==> src/rtl/dwconv_pkg.sv <==
// Shared definitions for the depthwise conv engine: default widths,
// FSM encoding and the signed MAC product width.
package dwconv_pkg;

   localparam int DEF_DATA_W = 8;
   localparam int DEF_ACC_W  = 32;
   localparam int DEF_DIM_W  = 8;
   localparam int DEF_ADDR_W = 16;

   // (x + offset) spans DATA_W+2 bits when both operands sit at their
   // extremes, so the product keeps one guard bit above DATA_W+1+DATA_W.
   function automatic int prod_width(input int data_w);
      return data_w + 1 + data_w + 1;
   endfunction

   localparam int DEF_PROD_W = prod_width(DEF_DATA_W);

   typedef enum logic [2:0] {
      ST_IDLE  = 3'd0,
      ST_BIAS  = 3'd1,
      ST_TAP   = 3'd2,
      ST_DRAIN = 3'd3,
      ST_WRITE = 3'd4,
      ST_DONE  = 3'd5
   } state_e;

endpackage

==> src/rtl/dwconv2d_engine_if.sv <==
// Memory read ports (input, filter, bias) and result write port of the
// depthwise conv engine. master = engine side, slave = memory/sink side.
interface dwconv2d_engine_if
   import dwconv_pkg::*;
#(
   parameter int DATA_W = DEF_DATA_W,
   parameter int ACC_W  = DEF_ACC_W,
   parameter int ADDR_W = DEF_ADDR_W
);
   logic              in_rd_en;
   logic [ADDR_W-1:0] in_rd_addr;
   logic [DATA_W-1:0] in_rd_data;

   logic              flt_rd_en;
   logic [ADDR_W-1:0] flt_rd_addr;
   logic [DATA_W-1:0] flt_rd_data;

   logic              bias_rd_en;
   logic [ADDR_W-1:0] bias_rd_addr;
   logic [ACC_W-1:0]  bias_rd_data;

   logic              out_valid;
   logic [ADDR_W-1:0] out_addr;
   logic [ACC_W-1:0]  out_data;
   logic              out_ready;

   modport master (
      output in_rd_en, in_rd_addr, input in_rd_data,
      output flt_rd_en, flt_rd_addr, input flt_rd_data,
      output bias_rd_en, bias_rd_addr, input bias_rd_data,
      output out_valid, out_addr, out_data, input out_ready
   );

   modport slave (
      input in_rd_en, in_rd_addr, output in_rd_data,
      input flt_rd_en, flt_rd_addr, output flt_rd_data,
      input bias_rd_en, bias_rd_addr, output bias_rd_data,
      input out_valid, out_addr, out_data, output out_ready
   );
endinterface

==> src/rtl/dwconv_addr_gen.sv <==
// Combinational tap address generator: input coordinate from the output
// position and kernel offset, zero-padding bounds check, and NHWC
// input/filter element addresses.
module dwconv_addr_gen
   import dwconv_pkg::*;
#(
   parameter int DIM_W  = DEF_DIM_W,
   parameter int ADDR_W = DEF_ADDR_W
)(
   input  logic [DIM_W-1:0]  oy_i,
   input  logic [DIM_W-1:0]  ox_i,
   input  logic [DIM_W-1:0]  ch_i,
   input  logic [DIM_W-1:0]  ky_i,
   input  logic [DIM_W-1:0]  kx_i,
   input  logic [DIM_W-1:0]  cfg_h_i,
   input  logic [DIM_W-1:0]  cfg_w_i,
   input  logic [DIM_W-1:0]  cfg_c_i,
   input  logic [DIM_W-1:0]  cfg_kw_i,
   input  logic [DIM_W-1:0]  cfg_stride_i,
   input  logic [DIM_W-1:0]  cfg_pad_top_i,
   input  logic [DIM_W-1:0]  cfg_pad_left_i,
   input  logic [ADDR_W-1:0] in_base_i,
   input  logic [ADDR_W-1:0] flt_base_i,
   output logic              in_bounds_o,
   output logic [ADDR_W-1:0] in_addr_o,
   output logic [ADDR_W-1:0] flt_addr_o
);
   // Coordinates need room for oy*stride plus a sign bit.
   localparam int CW = 2 * DIM_W + 2;
   localparam int LW = 3 * DIM_W + 2;

   logic signed [CW-1:0] ih_s;
   logic signed [CW-1:0] iw_s;
   logic [LW-1:0]        in_lin_s;
   logic [LW-1:0]        flt_lin_s;

   // Signed input coordinate, padding bounds check and linear addresses
   always_comb begin
      ih_s = $signed(CW'(oy_i) * CW'(cfg_stride_i)) - $signed(CW'(cfg_pad_top_i))
           + $signed(CW'(ky_i));
      iw_s = $signed(CW'(ox_i) * CW'(cfg_stride_i)) - $signed(CW'(cfg_pad_left_i))
           + $signed(CW'(kx_i));
      in_bounds_o = !ih_s[CW-1] && !iw_s[CW-1] &&
                    (ih_s < $signed(CW'(cfg_h_i))) && (iw_s < $signed(CW'(cfg_w_i)));
      // Inside the bounds ih/iw fit in DIM_W bits, so the low slice is exact.
      in_lin_s  = (LW'(ih_s[DIM_W-1:0]) * LW'(cfg_w_i) + LW'(iw_s[DIM_W-1:0]))
                * LW'(cfg_c_i) + LW'(ch_i);
      flt_lin_s = (LW'(ky_i) * LW'(cfg_kw_i) + LW'(kx_i)) * LW'(cfg_c_i) + LW'(ch_i);
      in_addr_o  = in_base_i + ADDR_W'(in_lin_s);
      flt_addr_o = flt_base_i + ADDR_W'(flt_lin_s);
   end
endmodule

==> src/rtl/dwconv2d_engine.sv <==
// Depthwise 2-D convolution engine (int8, NHWC, depth multiplier 1).
// One tap per cycle; read data is consumed one cycle after issue, so the
// MAC runs one stage behind the tap counters and DRAIN absorbs the last tap.
module dwconv2d_engine
   import dwconv_pkg::*;
#(
   parameter int DATA_W = DEF_DATA_W,
   parameter int ACC_W  = DEF_ACC_W,
   parameter int DIM_W  = DEF_DIM_W,
   parameter int ADDR_W = DEF_ADDR_W
)(
   input  logic                     clk,
   input  logic                     rst,
   input  logic                     start,
   input  logic [ADDR_W-1:0]        in_base,
   input  logic [ADDR_W-1:0]        flt_base,
   input  logic [ADDR_W-1:0]        bias_base,
   input  logic [ADDR_W-1:0]        out_base,
   input  logic [DIM_W-1:0]         cfg_h,
   input  logic [DIM_W-1:0]         cfg_w,
   input  logic [DIM_W-1:0]         cfg_c,
   input  logic [DIM_W-1:0]         cfg_kh,
   input  logic [DIM_W-1:0]         cfg_kw,
   input  logic [DIM_W-1:0]         cfg_oh,
   input  logic [DIM_W-1:0]         cfg_ow,
   input  logic [DIM_W-1:0]         cfg_stride,
   input  logic [DIM_W-1:0]         cfg_pad_top,
   input  logic [DIM_W-1:0]         cfg_pad_left,
   input  logic signed [DATA_W:0]   in_offset,
   output logic                     busy,
   output logic                     done,
   output logic                     err,
   dwconv2d_engine_if.master        bus
);
   localparam int PROD_W = prod_width(DATA_W);
   localparam int SUM_W  = DATA_W + 2;

   state_e state_q, state_d;

   logic [DIM_W-1:0]  h_q, w_q, c_q, kh_q, kw_q, oh_q, ow_q;
   logic [DIM_W-1:0]  stride_q, pad_top_q, pad_left_q;
   logic [ADDR_W-1:0] in_base_q, flt_base_q, bias_base_q, out_base_q;
   logic signed [DATA_W:0] offset_q;
   logic              err_q;

   logic [DIM_W-1:0]  oy_q, ox_q, ch_q, ky_q, kx_q;
   logic [ADDR_W-1:0] out_idx_q;

   logic              bias_ph_q, tap_ph_q;
   logic [ACC_W-1:0]  acc_q, acc_d;

   logic              out_valid_q;
   logic [ADDR_W-1:0] out_addr_q;
   logic [ACC_W-1:0]  out_data_q;

   logic              cfg_bad_s, last_tap_s, last_out_s, in_bounds_s;
   logic [ADDR_W-1:0] in_addr_s, flt_addr_s;
   logic signed [SUM_W-1:0]  xo_s;
   logic signed [PROD_W-1:0] prod_s;

   dwconv_addr_gen #(.DIM_W(DIM_W), .ADDR_W(ADDR_W)) u_addr_gen (
      .oy_i(oy_q), .ox_i(ox_q), .ch_i(ch_q), .ky_i(ky_q), .kx_i(kx_q),
      .cfg_h_i(h_q), .cfg_w_i(w_q), .cfg_c_i(c_q), .cfg_kw_i(kw_q),
      .cfg_stride_i(stride_q), .cfg_pad_top_i(pad_top_q), .cfg_pad_left_i(pad_left_q),
      .in_base_i(in_base_q), .flt_base_i(flt_base_q),
      .in_bounds_o(in_bounds_s), .in_addr_o(in_addr_s), .flt_addr_o(flt_addr_s)
   );

   // Loop-end and configuration-error decodes
   always_comb begin
      cfg_bad_s  = (cfg_c == DIM_W'(0)) || (cfg_kh == DIM_W'(0)) || (cfg_kw == DIM_W'(0)) ||
                   (cfg_oh == DIM_W'(0)) || (cfg_ow == DIM_W'(0)) || (cfg_stride == DIM_W'(0));
      last_tap_s = (ky_q == kh_q - DIM_W'(1)) && (kx_q == kw_q - DIM_W'(1));
      last_out_s = (ch_q == c_q - DIM_W'(1)) && (ox_q == ow_q - DIM_W'(1)) &&
                   (oy_q == oh_q - DIM_W'(1));
   end

   // FSM state register
   always_ff @(posedge clk) begin
      if (rst) begin
         state_q <= ST_IDLE;
      end else begin
         state_q <= state_d;
      end
   end

   // FSM next-state logic
   always_comb begin
      state_d = state_q;
      case (state_q)
         ST_IDLE: begin
            if (start) begin
               state_d = cfg_bad_s ? ST_DONE : ST_BIAS;
            end else begin
               state_d = ST_IDLE;
            end
         end
         ST_BIAS:  state_d = ST_TAP;
         ST_TAP: begin
            if (last_tap_s) begin
               state_d = ST_DRAIN;
            end else begin
               state_d = ST_TAP;
            end
         end
         ST_DRAIN: state_d = ST_WRITE;
         ST_WRITE: begin
            if (bus.out_ready) begin
               state_d = last_out_s ? ST_DONE : ST_BIAS;
            end else begin
               state_d = ST_WRITE;
            end
         end
         ST_DONE:  state_d = ST_IDLE;
         default:  state_d = ST_IDLE;
      endcase
   end

   // FSM outputs: status flags, read-port strobes and gated addresses
   always_comb begin
      busy             = (state_q != ST_IDLE);
      done             = (state_q == ST_DONE);
      err              = (state_q == ST_DONE) && err_q;
      bus.bias_rd_en   = (state_q == ST_BIAS);
      bus.in_rd_en     = (state_q == ST_TAP) && in_bounds_s;
      bus.flt_rd_en    = (state_q == ST_TAP) && in_bounds_s;
      bus.bias_rd_addr = bus.bias_rd_en ? (bias_base_q + ADDR_W'(ch_q)) : ADDR_W'(0);
      bus.in_rd_addr   = bus.in_rd_en ? in_addr_s : ADDR_W'(0);
      bus.flt_rd_addr  = bus.flt_rd_en ? flt_addr_s : ADDR_W'(0);
      bus.out_valid    = out_valid_q;
      bus.out_addr     = out_addr_q;
      bus.out_data     = out_data_q;
   end

   // Latch the geometry and bases when a start is accepted
   always_ff @(posedge clk) begin
      if (rst) begin
         {h_q, w_q, c_q, kh_q, kw_q, oh_q, ow_q} <= '0;
         {stride_q, pad_top_q, pad_left_q}       <= '0;
         {in_base_q, flt_base_q, bias_base_q, out_base_q} <= '0;
         offset_q <= '0;
         err_q    <= 1'b0;
      end else if ((state_q == ST_IDLE) && start) begin
         h_q <= cfg_h;   w_q <= cfg_w;   c_q <= cfg_c;
         kh_q <= cfg_kh; kw_q <= cfg_kw; oh_q <= cfg_oh; ow_q <= cfg_ow;
         stride_q <= cfg_stride; pad_top_q <= cfg_pad_top; pad_left_q <= cfg_pad_left;
         in_base_q <= in_base; flt_base_q <= flt_base;
         bias_base_q <= bias_base; out_base_q <= out_base;
         offset_q <= in_offset;
         err_q    <= cfg_bad_s;
      end
   end

   // Loop counters: taps ky/kx inside an output, then c, ox, oy between outputs
   always_ff @(posedge clk) begin
      if (rst) begin
         {oy_q, ox_q, ch_q, ky_q, kx_q} <= '0;
         out_idx_q <= '0;
      end else begin
         case (state_q)
            ST_IDLE: begin
               if (start) begin
                  {oy_q, ox_q, ch_q, ky_q, kx_q} <= '0;
                  out_idx_q <= '0;
               end
            end
            ST_TAP: begin
               if (last_tap_s) begin
                  ky_q <= DIM_W'(0);
                  kx_q <= DIM_W'(0);
               end else if (kx_q == kw_q - DIM_W'(1)) begin
                  kx_q <= DIM_W'(0);
                  ky_q <= ky_q + DIM_W'(1);
               end else begin
                  kx_q <= kx_q + DIM_W'(1);
               end
            end
            ST_WRITE: begin
               if (bus.out_ready) begin
                  out_idx_q <= out_idx_q + ADDR_W'(1);
                  if (ch_q == c_q - DIM_W'(1)) begin
                     ch_q <= DIM_W'(0);
                     if (ox_q == ow_q - DIM_W'(1)) begin
                        ox_q <= DIM_W'(0);
                        oy_q <= oy_q + DIM_W'(1);
                     end else begin
                        ox_q <= ox_q + DIM_W'(1);
                     end
                  end else begin
                     ch_q <= ch_q + DIM_W'(1);
                  end
               end
            end
            default: ;
         endcase
      end
   end

   // MAC data phase: bias load or (x + offset) * w accumulate, one cycle after issue
   always_comb begin
      xo_s   = $signed({{2{bus.in_rd_data[DATA_W-1]}}, bus.in_rd_data})
             + $signed({offset_q[DATA_W], offset_q});
      prod_s = $signed({{DATA_W{xo_s[SUM_W-1]}}, xo_s})
             * $signed({{SUM_W{bus.flt_rd_data[DATA_W-1]}}, bus.flt_rd_data});
      if (bias_ph_q) begin
         acc_d = bus.bias_rd_data;
      end else if (tap_ph_q) begin
         acc_d = acc_q + {{(ACC_W-PROD_W){prod_s[PROD_W-1]}}, prod_s};
      end else begin
         acc_d = acc_q;
      end
   end

   // Accumulator and read-phase tracking registers
   always_ff @(posedge clk) begin
      if (rst) begin
         acc_q     <= '0;
         bias_ph_q <= 1'b0;
         tap_ph_q  <= 1'b0;
      end else begin
         acc_q     <= acc_d;
         bias_ph_q <= (state_q == ST_BIAS);
         tap_ph_q  <= (state_q == ST_TAP) && in_bounds_s;
      end
   end

   // Result register: captured on DRAIN, held until the sink accepts it
   always_ff @(posedge clk) begin
      if (rst) begin
         out_valid_q <= 1'b0;
         out_addr_q  <= '0;
         out_data_q  <= '0;
      end else if (state_q == ST_DRAIN) begin
         out_valid_q <= 1'b1;
         out_addr_q  <= out_base_q + out_idx_q;
         out_data_q  <= acc_d;
      end else if ((state_q == ST_WRITE) && bus.out_ready) begin
         out_valid_q <= 1'b0;
      end
   end
endmodule

==> src/flat_wrapper.sv <==
// flat-port wrapper written by rule: the top's interface ports become plain ports
module dwconv2d_engine_flat import dwconv_pkg::*;
#(
   parameter int DATA_W = DEF_DATA_W,
   parameter int ACC_W  = DEF_ACC_W,
   parameter int DIM_W  = DEF_DIM_W,
   parameter int ADDR_W = DEF_ADDR_W
)
  (clk, rst, start, in_base, flt_base, bias_base, out_base, cfg_h, cfg_w, cfg_c, cfg_kh, cfg_kw, cfg_oh, cfg_ow, cfg_stride, cfg_pad_top, cfg_pad_left, in_offset, busy, done, err, bus_in_rd_en, bus_in_rd_addr, bus_in_rd_data, bus_flt_rd_en, bus_flt_rd_addr, bus_flt_rd_data, bus_bias_rd_en, bus_bias_rd_addr, bus_bias_rd_data, bus_out_valid, bus_out_addr, bus_out_data, bus_out_ready);
  dwconv2d_engine_if #(.DATA_W(DATA_W), .ACC_W(ACC_W), .ADDR_W(ADDR_W)) bus_i ();
  input  logic clk;
  input  logic rst;
  input  logic start;
  input  logic [ADDR_W-1:0] in_base;
  input  logic [ADDR_W-1:0] flt_base;
  input  logic [ADDR_W-1:0] bias_base;
  input  logic [ADDR_W-1:0] out_base;
  input  logic [DIM_W-1:0] cfg_h;
  input  logic [DIM_W-1:0] cfg_w;
  input  logic [DIM_W-1:0] cfg_c;
  input  logic [DIM_W-1:0] cfg_kh;
  input  logic [DIM_W-1:0] cfg_kw;
  input  logic [DIM_W-1:0] cfg_oh;
  input  logic [DIM_W-1:0] cfg_ow;
  input  logic [DIM_W-1:0] cfg_stride;
  input  logic [DIM_W-1:0] cfg_pad_top;
  input  logic [DIM_W-1:0] cfg_pad_left;
  input  logic signed [DATA_W:0] in_offset;
  output logic busy;
  output logic done;
  output logic err;
  output wire logic [$bits(bus_i.in_rd_en)-1:0] bus_in_rd_en;
  output wire logic [$bits(bus_i.in_rd_addr)-1:0] bus_in_rd_addr;
  input wire logic [$bits(bus_i.in_rd_data)-1:0] bus_in_rd_data;
  output wire logic [$bits(bus_i.flt_rd_en)-1:0] bus_flt_rd_en;
  output wire logic [$bits(bus_i.flt_rd_addr)-1:0] bus_flt_rd_addr;
  input wire logic [$bits(bus_i.flt_rd_data)-1:0] bus_flt_rd_data;
  output wire logic [$bits(bus_i.bias_rd_en)-1:0] bus_bias_rd_en;
  output wire logic [$bits(bus_i.bias_rd_addr)-1:0] bus_bias_rd_addr;
  input wire logic [$bits(bus_i.bias_rd_data)-1:0] bus_bias_rd_data;
  output wire logic [$bits(bus_i.out_valid)-1:0] bus_out_valid;
  output wire logic [$bits(bus_i.out_addr)-1:0] bus_out_addr;
  output wire logic [$bits(bus_i.out_data)-1:0] bus_out_data;
  input wire logic [$bits(bus_i.out_ready)-1:0] bus_out_ready;
  assign bus_in_rd_en = bus_i.in_rd_en;
  assign bus_in_rd_addr = bus_i.in_rd_addr;
  assign bus_i.in_rd_data = bus_in_rd_data;
  assign bus_flt_rd_en = bus_i.flt_rd_en;
  assign bus_flt_rd_addr = bus_i.flt_rd_addr;
  assign bus_i.flt_rd_data = bus_flt_rd_data;
  assign bus_bias_rd_en = bus_i.bias_rd_en;
  assign bus_bias_rd_addr = bus_i.bias_rd_addr;
  assign bus_i.bias_rd_data = bus_bias_rd_data;
  assign bus_out_valid = bus_i.out_valid;
  assign bus_out_addr = bus_i.out_addr;
  assign bus_out_data = bus_i.out_data;
  assign bus_i.out_ready = bus_out_ready;
  dwconv2d_engine #(.DATA_W(DATA_W), .ACC_W(ACC_W), .DIM_W(DIM_W), .ADDR_W(ADDR_W)) u_core (.clk(clk), .rst(rst), .start(start), .in_base(in_base), .flt_base(flt_base), .bias_base(bias_base), .out_base(out_base), .cfg_h(cfg_h), .cfg_w(cfg_w), .cfg_c(cfg_c), .cfg_kh(cfg_kh), .cfg_kw(cfg_kw), .cfg_oh(cfg_oh), .cfg_ow(cfg_ow), .cfg_stride(cfg_stride), .cfg_pad_top(cfg_pad_top), .cfg_pad_left(cfg_pad_left), .in_offset(in_offset), .busy(busy), .done(done), .err(err), .bus(bus_i));
endmodule
==> config.mk <==
export PLATFORM = sky130hd
export DESIGN_NAME = dwconv2d_engine_flat
export DESIGN_NICKNAME = d
export VERILOG_FILES = /design/src/rtl/dwconv_pkg.sv /design/src/rtl/dwconv2d_engine_if.sv /design/src/rtl/dwconv_addr_gen.sv /design/src/rtl/dwconv2d_engine.sv /design/src/flat_wrapper.sv
export SDC_FILE = /design/constraint.sdc
export NUM_CORES = 2
export LEC_CHECK = 0
export BUFFER_PORTS_ARGS = -buffer_cell sky130_fd_sc_hd__clkbuf_2
export CORE_MARGIN = 5
export CORE_UTILIZATION = 53
export DETAILED_ROUTE_END_ITERATION = 12
export GPL_TIMING_DRIVEN = 0
export MAX_ROUTING_LAYER = met4
export PLACE_DENSITY = 0.76
export SLEW_MARGIN = 20
export SYNTH_ARGS = -nofsm -noshare
export SYNTH_HDL_FRONTEND = slang
export SYNTH_HIERARCHICAL = 1
export SYNTH_SLANG_ARGS = --single-unit
==> constraint.sdc <==
create_clock -name clk -period 37 [get_ports clk]
set_clock_uncertainty 0.1 [all_clocks]
set_input_delay 9.25 -clock clk [delete_from_list [all_inputs] [get_ports clk]]
set_output_delay 9.25 -clock clk [all_outputs]
set_load 0.01 [all_outputs]
==> impl_metrics.json <==
{
  "status": "finished, final reports clean",
  "worst_ir_drop_vdd_mv": 0.168,
  "intPower_mw": 1.44,
  "rows": 95,
  "critPathLaunch": "u_core/stride_q[1]$_SDFFE_PP0P_",
  "path_class": "flop to output pin",
  "cts_buffer_depth": 3,
  "die_area_mm2": 0.0736,
  "fmax_mhz": 40.7,
  "cts_tree": "done",
  "synthCells": 4420,
  "die_w_um": 271,
  "cts_root_buf": "clkbuf_16",
  "slew_headroom_pct": 27.1,
  "drt_iter0_markers": 2322,
  "synth_area_mm2": 0.0362,
  "cp-start-kind": "flop",
  "setup_viol": 0,
  "insertion_delay_ps": 570,
  "viasPerCell": 5.55,
  "cp-end-kind": "output pin",
  "clkPwrFrac_pct": 12.4,
  "yosys.cell_types.count": 82,
  "cts_buffers": 36,
  "slew_violations": 0,
  "cp_common_cell": "fa_1",
  "required_ps": 27650,
  "seqPwrFrac_pct": 12.2,
  "grt_pass1_vias": 31223,
  "finalCritPeriodShare_pct": 66.4,
  "p_leak_nw": 18.9,
  "yosys_warnings": 6,
  "avgSynthCellArea_um2": 8.19,
  "max_stage_delay_ps": 790,
  "whs_ps": 353,
  "post_cts_buffers": 0,
  "num_io_pins": 308,
  "vias": 31482,
  "hpwl_mm": 82.4,
  "die_h_um": 271,
  "grtUsageTotal_pct": 28.1,
  "grt_overflow": 0,
  "powerDensity_mw_per_mm2": 72.8,
  "hold_start": "u_core/in_base_q[14]$_SDFFE_PP0P_",
  "clkSlewWorstSetupHoldPaths_ps": 60,
  "synth_flop_cell": "dfxtp_1",
  "nets": 5752,
  "tns_ps": 0,
  "cp_slowest_cell": "xnor2_1",
  "worst_pin_slew_ps": 1090,
  "drive_gt1_share_pct": 8.43,
  "ys_seq_area_share_pct": 16.4,
  "grt_first_pass_wirelength_mm": 163,
  "gp_congestion": 0.946,
  "cts_max_level": 2,
  "switching_power_mw": 1.47,
  "swShare_pct": 50.5,
  "dpl.cell_count": 5598,
  "clock-sinks": 296,
  "cts-resized-gates": 0,
  "io_buffers": 304,
  "core_mm2": 0.0675,
  "start_util_pct": 53.6,
  "synth_edf_count": 0,
  "hp-class": "flop to flop",
  "rsz0062_at_grt": "no",
  "crit_arrival_ps": 15210,
  "totalWireLength_mm": 102,
  "setup_slack_ps": 12440,
  "fill_cells": 6071,
  "ant_nets": 0,
  "power_frac_comb_pct": 75.4,
  "drt_pass1_iterations": 6,
  "min_period_ps": 24560,
  "dp_slack_ps": 13130,
  "grt_max_degree": 17,
  "ctsHoldBuffers": 0,
  "antenna_found_initial": 6,
  "r2r-start": "u_core/offset_q[0]$_SDFFE_PP0P_",
  "synthToLayoutAreaGrowth_pct": 10.6,
  "synth_fp_nets": 5409,
  "hold_violations": 0,
  "drc": 0,
  "critPathMaxFanout": 10,
  "instances_no_fill": 5669,
  "wl_per_cell_um": 18.1,
  "ys_ff_latch": 296,
  "synthArstFlopShare_pct": 0,
  "max-cap-violations": 0
}
-- metrics by stage --
stage | util, % | power, mW | instance area (um2)
floorplan | - | 2.03 | 36200
global placement | 57.5 | 2.45 | 38800
detailed placement | 57.5 | 2.51 | 38800
CTS | 59.3 | 2.89 | 40000
global route | 59.3 | 3.19 | 40000
finish | 59.3 | 2.91 | 40000
-- power by group through the flow --
stage	combinational, mW	sequential (mW)	clock [mW]
floorplan	1.67	0.354	0
finish	2.20	0.357	0.360
CTS	2.17	0.356	0.367
detailed placement	2.15	0.363	0
global placement	2.09	0.362	0
global route	2.45	0.359	0.380
-- cell families after synthesis --
kind of cell             Yosys count  synth area share [%]
AO/OA/AOI/OAI                    696                  11.9
XOR/XNOR                         278                  6.92
adder cells (fa/ha/maj)          784                  35.3
buffers and inverters            776                  8.08
flip-flops                       296                  16.4
multiplexers                      25                 0.712
AND/OR/NAND/NOR                 1565                  20.7
-- critical path: cells and delay by family (launching register included) --
family	cells	cell delay [ps]
flip-flops	1	560
buffers and inverters	9	960
adder cells (fa/ha/maj)	16	7300
AO/OA/AOI/OAI	6	1110
XOR/XNOR	12	3520
AND/OR/NAND/NOR	8	1180
-- cell usage after synthesis, types with 30 or more instances --
master | count | share of area [%]
a21o_1 | 59 | 1.2
a21oi_1 | 329 | 4.5
and2_1 | 337 | 5.8
and3_1 | 34 | 0.59
clkbuf_1 | 138 | 1.4
dfxtp_1 | 296 | 16
fa_1 | 397 | 22
ha_1 | 387 | 13
inv_1 | 629 | 6.5
nand2_1 | 690 | 7.2
nand3_1 | 35 | 0.48
nand4_1 | 30 | 0.52
nor2_1 | 228 | 2.4
nor3_1 | 51 | 0.70
o21ai_0 | 81 | 1.1
xnor2_1 | 187 | 4.5
xor2_1 | 86 | 2.1
-- metal layers --
layer	vias up	GRT usage, %	part of all wire, %
met1	15106	36.1	42
li1	15001	-	-
met4	0	11.1	4.3
met5	-	-	0
met2	1145	44.8	46
met3	230	4.51	7.5
-- cells in the final DEF (no fill, tap or decap), types with 86 or more instances in the layout --
| cell type | count |
|---|---|
| nand2_1 | 690 |
| inv_1 | 629 |
| fa_1 | 397 |
| ha_1 | 387 |
| and2_1 | 337 |
| a21oi_1 | 329 |
| clkbuf_2 | 309 |
| dfxtp_1 | 296 |
| nor2_1 | 228 |
| xnor2_1 | 186 |
| clkbuf_1 | 141 |
| xor2_1 | 86 |
-- sequential cells by signal, indices dropped and copies added, names as in the netlist, 9 cells and up --
name	flops
u_core/flt_base_q	16
u_core/bus.out_data	32
u_core/bias_base_q	16
u_core/out_base_q	16
u_core/in_base_q	16
u_core/acc_q	32
u_core/offset_q	9
u_core/out_idx_q	16
u_core/bus.out_addr	16
-- final cells by class --
class,instances,area (um2),area share (%)
clock buffers,50,1010,2.53
flip-flops and latches,296,5930,14.8
clock inverters,15,168,0.419
multi-input cells,3348,27400,68.3
inverters,630,2360,5.91
diodes,6,15.0,0.0375
well taps,873,1090,2.73
repair buffers,305,1530,3.83
plain buffers,146,567,1.42
-- path summary, 6_finish.rpt --
check | to | slack (ps) | cells after the start
max | bus_in_rd_addr[15] | 12440 | 51
min | u_core/in_base_q[14]$_SDFFE_PP0P_ | 350 | 2
max reg2reg | u_core/bus.out_data[31]$_SDFFE_PP0P_ | 27700 | 35
min reg2reg | u_core/in_base_q[14]$_SDFFE_PP0P_ | 350 | 2
Power figures use the tool's default switching activity.
